## src/rtl/obi_instr_mem_responder.sv

```systemverilog
// OBI instruction-fetch responder: grants word reads, drives a synchronous SRAM and
// returns in-order responses a fixed number of cycles after each grant.
module obi_instr_mem_responder #(
    parameter int unsigned MEM_AW          = 12,
    parameter int unsigned RESP_LATENCY    = 2,
    parameter int unsigned MAX_OUTSTANDING = 2
) (
    input  logic              clk,
    input  logic              rst_n,
    input  logic              obi_req_i,
    output logic              obi_gnt_o,
    input  logic [31:0]       obi_addr_i,
    output logic              obi_rvalid_o,
    output logic [31:0]       obi_rdata_o,
    output logic              obi_err_o,
    input  logic              stall_i,
    output logic              mem_req_o,
    output logic [MEM_AW-1:0] mem_addr_o,
    input  logic [31:0]       mem_rdata_i,
    output logic              busy_o
);

    localparam int unsigned CntW = $clog2(MAX_OUTSTANDING) + 1;

    logic [CntW-1:0]         cnt_q, cnt_d;
    logic [RESP_LATENCY-1:0] vld_q, vld_d;
    logic [RESP_LATENCY-1:0] err_q, err_d;
    logic                    gnt;
    logic                    err_t;
    logic                    rvalid;
    logic                    rerr;
    logic [31:0]             word;

    assign rvalid = vld_q[RESP_LATENCY-1];
    assign rerr   = err_q[RESP_LATENCY-1];

    // A response retiring this cycle frees its slot, so a full pipeline keeps streaming.
    always_comb begin
        err_t = (obi_addr_i[1:0] != 2'b00) | ((obi_addr_i >> (MEM_AW + 2)) != 32'd0);
        gnt   = obi_req_i & ~stall_i & ((cnt_q < CntW'(MAX_OUTSTANDING)) | rvalid);
    end

    always_comb begin
        vld_d    = '0;
        err_d    = '0;
        vld_d[0] = gnt;
        err_d[0] = gnt & err_t;
        for (int unsigned i = 1; i < RESP_LATENCY; i++) begin
            vld_d[i] = vld_q[i-1];
            err_d[i] = err_q[i-1];
        end
    end

    always_comb begin
        cnt_d = cnt_q;
        unique case ({gnt, rvalid})
            2'b10:   cnt_d = cnt_q + CntW'(1);
            2'b01:   cnt_d = cnt_q - CntW'(1);
            default: cnt_d = cnt_q;
        endcase
    end

    always_ff @(posedge clk or negedge rst_n) begin
        if (!rst_n) begin
            cnt_q <= '0;
            vld_q <= '0;
            err_q <= '0;
        end else begin
            cnt_q <= cnt_d;
            vld_q <= vld_d;
            err_q <= err_d;
        end
    end

    // SRAM data appears one cycle after the grant, i.e. alongside stage 1.
    if (RESP_LATENCY == 1) begin : g_direct
        assign word = mem_rdata_i;
    end else begin : g_data_pipe
        logic [31:0] data_q [RESP_LATENCY];

        always_ff @(posedge clk or negedge rst_n) begin
            if (!rst_n) begin
                for (int unsigned i = 0; i < RESP_LATENCY; i++) begin
                    data_q[i] <= '0;
                end
            end else begin
                data_q[0] <= '0;
                data_q[1] <= mem_rdata_i;
                for (int unsigned i = 2; i < RESP_LATENCY; i++) begin
                    data_q[i] <= data_q[i-1];
                end
            end
        end

        assign word = data_q[RESP_LATENCY-1];
    end

    always_comb begin
        obi_gnt_o    = gnt;
        mem_req_o    = gnt & ~err_t;
        mem_addr_o   = obi_addr_i[MEM_AW+1:2];
        obi_rvalid_o = rvalid;
        obi_err_o    = rvalid & rerr;
        obi_rdata_o  = (rvalid && !rerr) ? word : 32'd0;
        busy_o       = (cnt_q != '0);
    end

endmodule
```

## config.mk

```make
export PLATFORM = sky130hd
export DESIGN_NAME = obi_instr_mem_responder
export DESIGN_NICKNAME = d
export VERILOG_FILES = /design/src/rtl/obi_instr_mem_responder.sv
export SDC_FILE = /design/constraint.sdc
export NUM_CORES = 1
export LEC_CHECK = 0
export BUFFER_PORTS_ARGS = -buffer_cell sky130_fd_sc_hd__buf_4
export CAP_MARGIN = 20
export CORE_UTILIZATION = 25
export DETAILED_ROUTE_END_ITERATION = 16
export HOLD_SLACK_MARGIN = 0.08
export SLEW_MARGIN = 5
export SYNTH_ARGS = -nofsm -noshare
export SYNTH_HDL_FRONTEND = slang
export SYNTH_SLANG_ARGS = --single-unit
```

## constraint.sdc

```tcl
create_clock -name clk -period 1.5 [get_ports clk]
set_input_delay 0.15 -clock clk [delete_from_list [all_inputs] [get_ports clk]]
set_output_delay 0.15 -clock clk [all_outputs]
set_load 0.03 [all_outputs]
```

==> results.toml, run 1 <==
[run_status]
status = "finished with violations"
violations = "setup timing"

[critical_path]
cp_cell_sequence = "buf_4, and2b_4, and2_4, buf_6"
crit_path_start_kind = "flop"
crit_family = "flip-flops"
r2r_start = "vld_q[1]"
cp-end-kind = "primary output"
worst-path-buf-inv = 2
path_max_fanout = 8
critPathMaxStageDelay_ns = 0.45
criticalPathCategory = "flop to primary output"
cp.arrival_ns = 1.39
crit_slowest_cell = "dfrtp_2"
reg2regPathDepth = 7
worst-endpoint-required_ns = 1.35
worstSetupStartpoint = "vld_q[1]"
cp.depth = 4

[min_path]
hold_path_class = "primary input to flop"
min_from = "obi_addr_i[19]"
hold_depth = 3

[sta]
period_minus_slack_ns = 1.541
fin_worst_skew_ns = 0.001390
rsz0062_at_grt = "yes"
hold_violations = 0
slew_headroom = 0.6828
fin_tns_setup_ns = -0.2992
max_freq_ghz = 0.6488
setup_viol = 22
whs_ns = 0.1696
worst_pin_slew_ns = 0.4758
timing.final.ws_setup_ns = -0.04131
maxSlewViolCount = 0
fin_crit_sh = 1.028

[clock_tree]
htree_levels = 2
cts_made_buffers = 5
cts_root_buffer = "clkbuf_8"
clockBufferDepth = 2
clock_latency_ns = 0.29
cts_tree = "yes"
clk_pin_slew_ns = 0.07
numClockSinks = 38

[pwr]
power_per_cell_area_nw_per_um2 = 1071
total_power_uw = 2950
power_leakage_uw = 0.001356
peakVddDrop_mv = 0.4922

[placed_design]
io_buffer_count = 92
place.gp.congestion = 0.7081
dpl.hpwl_um = 2263

[floorplanning]
die_h_um = 76.50
core-area_sq_um = 5238
die_x_um = 76.50
fp.dieArea_sq_um = 5852
fp-row-count = 26
pin_count = 117
start_util = 0.2649

[global_routing]
grt_use_total = 0.1529
grt_pass1_wl_um = 6637
overflow = 0
antenna_found_initial = 0
grt_max_degree = 39
grt_pass1_vias = 1434

[synth]
syn-cell-area_sq_um = 1388
synth.avg_cell_area_sq_um = 13.34
yosys.area_share.simple = 0.2065
synth_top_area_share = 0.6853
ys_types = 17
synth_xor_area_frac = 0.01894
muxShareOfSynthArea = 0
synth_nets = 173
ys_ff_latch = 38
synth-compound-area-share = 0.004509
synth_top_family_by_area = "simple AND/OR/NAND/NOR gates"
ys_top_cells_by_area = "dfrtp_1, and2_1, buf_4, nor4_1, xnor2_1"
ys_seq_area_frac = 0.6853
synth_largest_area_cell = "dfrtp_1"
synth_cells = 104
synthAdderAreaFrac = 0.009017
yosysWarnings = 0

[flow_run]
drv_cap = 0

[detailed_routing]
ant_nets = 0
drc = 0
drt_iter0_markers = 35
wl_um = 4055
viasPerCell = 4.080
first_pass_iters = 2
vias = 1220
wl_per_cell_um = 13.56

[layout]
nNetsFinal = 297
drive_gt1_frac = 0.6070
area_delta_synth_final_pct = 98.47
insertedDiodeCount = 0
-- worst paths after layout --
check	slack, ns	endpoint
worst max-delay path	-0.04	obi_rdata_o[4]
worst min-delay path	0.17	err_q[0]
worst max register to register	0.08	cnt_q[1]
worst min register to register	0.35	err_q[1]
max in group asynchronous	0.81	vld_q[1]
min in group asynchronous	0.35	err_q[0]
-- metrics by stage --
| stage | cells | utilization | setup slack [ns] | cell area, sq um |
|---|---|---|---|---|
| global placement | 251 | 0.3942 | 0.1367 | 2064 |
| floorplan | 104 | - | 0.04718 | 1388 |
| CTS | 298 | 0.5148 | -0.04426 | 2696 |
| detailed placement | 251 | 0.3942 | 0.1145 | 2064 |
| global route | 299 | 0.5258 | -0.1351 | 2754 |
| finish | 299 | 0.5258 | -0.04131 | 2754 |
-- cells in the final DEF (no fill, tap or decap) --
| cell type | netlist | routed |
|---|---|---|
| ha_4 | 0 | 1 |
| nor4_1 | 5 | 5 |
| and4b_1 | 1 | 1 |
| inv_2 | 0 | 1 |
| and2_1 | 33 | 9 |
| and2b_4 | 0 | 3 |
| nand3b_1 | 1 | 1 |
| and2_4 | 0 | 24 |
| xor2_1 | 1 | 1 |
| nor2_2 | 0 | 1 |
| dfrtp_2 | 0 | 1 |
| clkbuf_8 | 0 | 8 |
| and2b_2 | 1 | 1 |
| xnor2_2 | 0 | 2 |
| nand2b_1 | 1 | 1 |
| a31oi_1 | 1 | 1 |
| buf_4 | 12 | 70 |
| dlygate4sd3_1 | 0 | 33 |
| or2_2 | 1 | 1 |
| dfrtp_1 | 38 | 37 |
| and3_1 | 1 | 1 |
| buf_6 | 0 | 26 |
-- tightest hold or removal path: cells and delay by family --
family | cells | cell delay [ns]
compound gates | 1 | 0.15
simple gates | 1 | 0.04
buf+inv | 1 | 0.08
-- flip-flops by register name (all words and copies together), names as in the netlist --
name / count
word: 32
vld_q: 2
cnt_q: 2
err_q: 2
-- synth_stat cells --
library cell / n
buf_4: 12
nand3b_1: 1
and2_1: 33
or2_2: 1
ha_1: 1
and2b_2: 1
inv_1: 1
nor2_1: 1
and4b_1: 1
clkbuf_1: 3
dfrtp_1: 38
and3_1: 1
nand2b_1: 1
xnor2_1: 2
xor2_1: 1
a31oi_1: 1
nor4_1: 5
-- report_power, final --
part           leakage, uW  total, uW  switching [uW]  internal (uW)
clock            0.0000575        805             341            464
combinational     0.000850        967             443            524
sequential        0.000448       1180            63.8           1110
-- kinds of logic after synthesis --
| logic type | Yosys count |
|---|---|
| AO/OA/AOI/OAI | 1 |
| XOR/XNOR | 3 |
| adder cells (fa/ha/maj) | 1 |
| buffers and inverters | 16 |
| flip-flops | 38 |
| AND/OR/NAND/NOR | 45 |
-- what timing repair did --
item                                   4_1_cts  5_1_grt
cloned                                       3        0
pin swaps                                    6        3
setup buffers                                3        1
endpoints found under the hold margin       70        0
setup endpoints to repair                   33       36
hold buffers                                33        0
gates resized for setup                     50       12
-- per-layer routing --
metal,track usage,vias to the layer above,share of wire
li1,-,565,-
met1,0.1581,572,0.37
met2,0.2667,69,0.52
met3,0.06228,14,0.085
met4,0.07500,0,0.022
met5,0,-,0
-- layout make-up --
| cell class | instances | area (sq um) |
|---|---|---|
| sequential | 38 | 952.2 |
| timing repair buffer | 129 | 1149 |
| multi-input combinational | 53 | 451.7 |
| fill | 468 | 2484 |
| inverter | 1 | 3.754 |
| clock buffer | 8 | 110.1 |
| tap | 70 | 87.58 |
Note: power is estimated with default switching activity, not from simulation.
==> run 2: changes to the inputs <==
- SETUP_SLACK_MARGIN: default -> 0.3
- clock period: 1.5 -> 1.96 ns (I/O delays scaled with it)
==> run 2 against run 1 <==
  * The run now ends clean
  * Register-to-register slack better by 0.46 ns
  * Count of clock-buffer cells in the layout down 2
  * Clock power down 36%
  * Die area unchanged
  * Via count down 5.1%
  * Critical path type unchanged
  * Largest power group unchanged
  * Highest routed layer unchanged
==> results.toml, run 2 (synthesis gave the netlist of run 1 again) <==
[placed_design]
dpl.hpwl_um = 2222
place.gp.congestion = 0.7253
io_buffer_count = 92
placed_area_sq_um = 2064
dp_cells = 251

[pwr]
power_leakage_uw = 0.001248
p_comb_frac = 0.295
p_clk_frac = 0.257
power_per_cell_area_nw_per_um2 = 799.4
total_power_uw = 1990
sequentialPowerShare = 0.448
p_sw_uw = 580.3
peakVddDrop_mv = 0.3024
sw_frac_of_total = 0.2917
p_int_uw = 1409

[clock_tree]
cts_made_buffers = 5
clk_pin_slew_ns = 0.07
htree_levels = 2
numClockSinks = 38
cts_tree = "yes"
clockBufferDepth = 2
postCtsSetupRepairBufs = 0
clock_latency_ns = 0.28
cts_root_buffer = "clkbuf_8"

[floorplanning]
pin_count = 117
core-area_sq_um = 5238
start_util = 0.2649
die_h_um = 76.50
fp-row-count = 26
fp.dieArea_sq_um = 5852
die_x_um = 76.50

[critical_path]
worstSetupStartpoint = "vld_q[1]"
reg2reg_to = "cnt_q[1]"
worst-path-buf-inv = 1
cp-end-kind = "primary output"
rrSetupSlack_ns = 0.54
cp.depth = 4
cp.arrival_ns = 1.43
crit_path_start_kind = "flop"
crit_slowest_cell = "dfrtp_2"
reg2regPathDepth = 5
cp_cell_sequence = "nand2b_1, nand3b_1, and4b_1, buf_4"
path_max_fanout = 6
crit_family = "simple AND/OR/NAND/NOR gates"
criticalPathCategory = "flop to primary output"
critPathMaxStageDelay_ns = 0.45
r2r_start = "vld_q[1]"
worst-endpoint-required_ns = 1.76
endpoint = "mem_req_o"

[sta]
period_minus_slack_ns = 1.625
max_freq_ghz = 0.6156
fin_tns_setup_ns = 0
worst_pin_slew_ns = 0.4681
maxSlewViolCount = 0
hold_violations = 0
fin_crit_sh = 0.8288
slew_headroom = 0.6879
rsz0062_at_grt = "yes"
fin_worst_skew_ns = 0.001266
setup_viol = 0

[layout]
largest_reg_flops = 32
final_common_cell = "buf_4"
multiInputGateArea_sq_um = 341.6
stdcell_count = 291
finalInstanceArea_sq_um = 2489
area_delta_synth_final_pct = 79.35
nNetsFinal = 291
drive_gt1_frac = 0.4615
regArea_sq_um = 952.2
insertedDiodeCount = 0
final_cell_mix = "buf_4, dfrtp_1, and2_1, dlygate4sd3_1, clkbuf_8"
n_fill_cell = 472

[detailed_routing]
viasPerCell = 3.979
wl_per_cell_um = 12.52
wl_um = 3644
drt_iter0_markers = 15
drc = 0
ant_nets = 0
first_pass_iters = 3
vias = 1158

[run_status]
status = "complete, no violations"

[global_routing]
grt_pass1_vias = 1263
grt_use_total = 0.1309
antenna_found_initial = 0
overflow = 0
grt_max_degree = 39
grt_pass1_wl_um = 5796

[flow_run]
drv_cap = 0

[min_path]
hold_path_class = "primary input to flop"
-- run 2: cell count changes in the layout (fill, tap and decap cells not counted), moves of 2 or more --
| cell | before | now |
|---|---|---|
| clkbuf_8 | 8 | 6 |
| buf_6 | 26 | 0 |
| and2b_4 | 3 | 1 |
| xnor2_1 | 0 | 2 |
| and2_1 | 9 | 33 |
| buf_4 | 70 | 92 |
| xnor2_2 | 2 | 0 |
| and2_4 | 24 | 0 |
-- run 2: area by class of cell --
type	instances	area share
clock buffers	6	0.03318
repair buffers	125	0.4103
flip-flops and latches	38	0.3826
multi-input cells	51	0.1373
inverters	1	0.001508
well taps	70	0.03519
-- run 2: worst register-to-register path: cells and delay by family, from the launching register on --
family        cells  cell delay, ns
xor+xnor          1            0.16
fa+ha+maj         1            0.36
flops             1            0.42
simple gates      3            0.41
-- run 2: how the worst min path moves through the flow --
stage | cells after the start | end | from | slack (ns)
floorplan | 0 | cnt_q[0] | rst_n | -0.1
global placement | 1 | word[15] | rst_n | 0.19
detailed placement | 1 | word[12] | rst_n | 0.19
CTS | 3 | err_q[0] | obi_addr_i[29] | 0.23
global route | 3 | err_q[0] | obi_addr_i[31] | 0.25
finish | 3 | err_q[0] | obi_addr_i[19] | 0.24
-- run 2: metrics by stage --
step / worst slack, ns / hold slack [ns] / utilization
after floorplan: 0.5024 / -0.09959 / -
after global placement: 0.5152 / 0.1929 / 0.3942
after detailed placement: 0.5223 / 0.1946 / 0.3942
after CTS: 0.2983 / 0.2350 / 0.4732
after global routing: 0.2775 / 0.2529 / 0.4752
final: 0.3355 / 0.2378 / 0.4752
-- run 2: timing repair --
item	CTS	global route
setup endpoints to repair	32	32
cloned	0	1
hold buffers	33	0
hold endpoints to repair	70	0
gates resized for setup	1	2
-- run 2: power by group through the flow --
stage	clock (uW)	sequential, uW	combinational, uW
CTS	542	887	584
floorplan	0	899	329
global placement	0	899	524
global route	575	899	632
detailed placement	0	900	529
finish	512	891	587
-- run 2: layer usage --
layer  vias to the layer above  routed length [um]  track usage
li1                        548                   -            -
met1                       536                1388       0.1363
met2                        65                1852       0.2297
met3                         9                 342      0.05389
met4                         0                  60      0.05769
met5                         -                   0            0
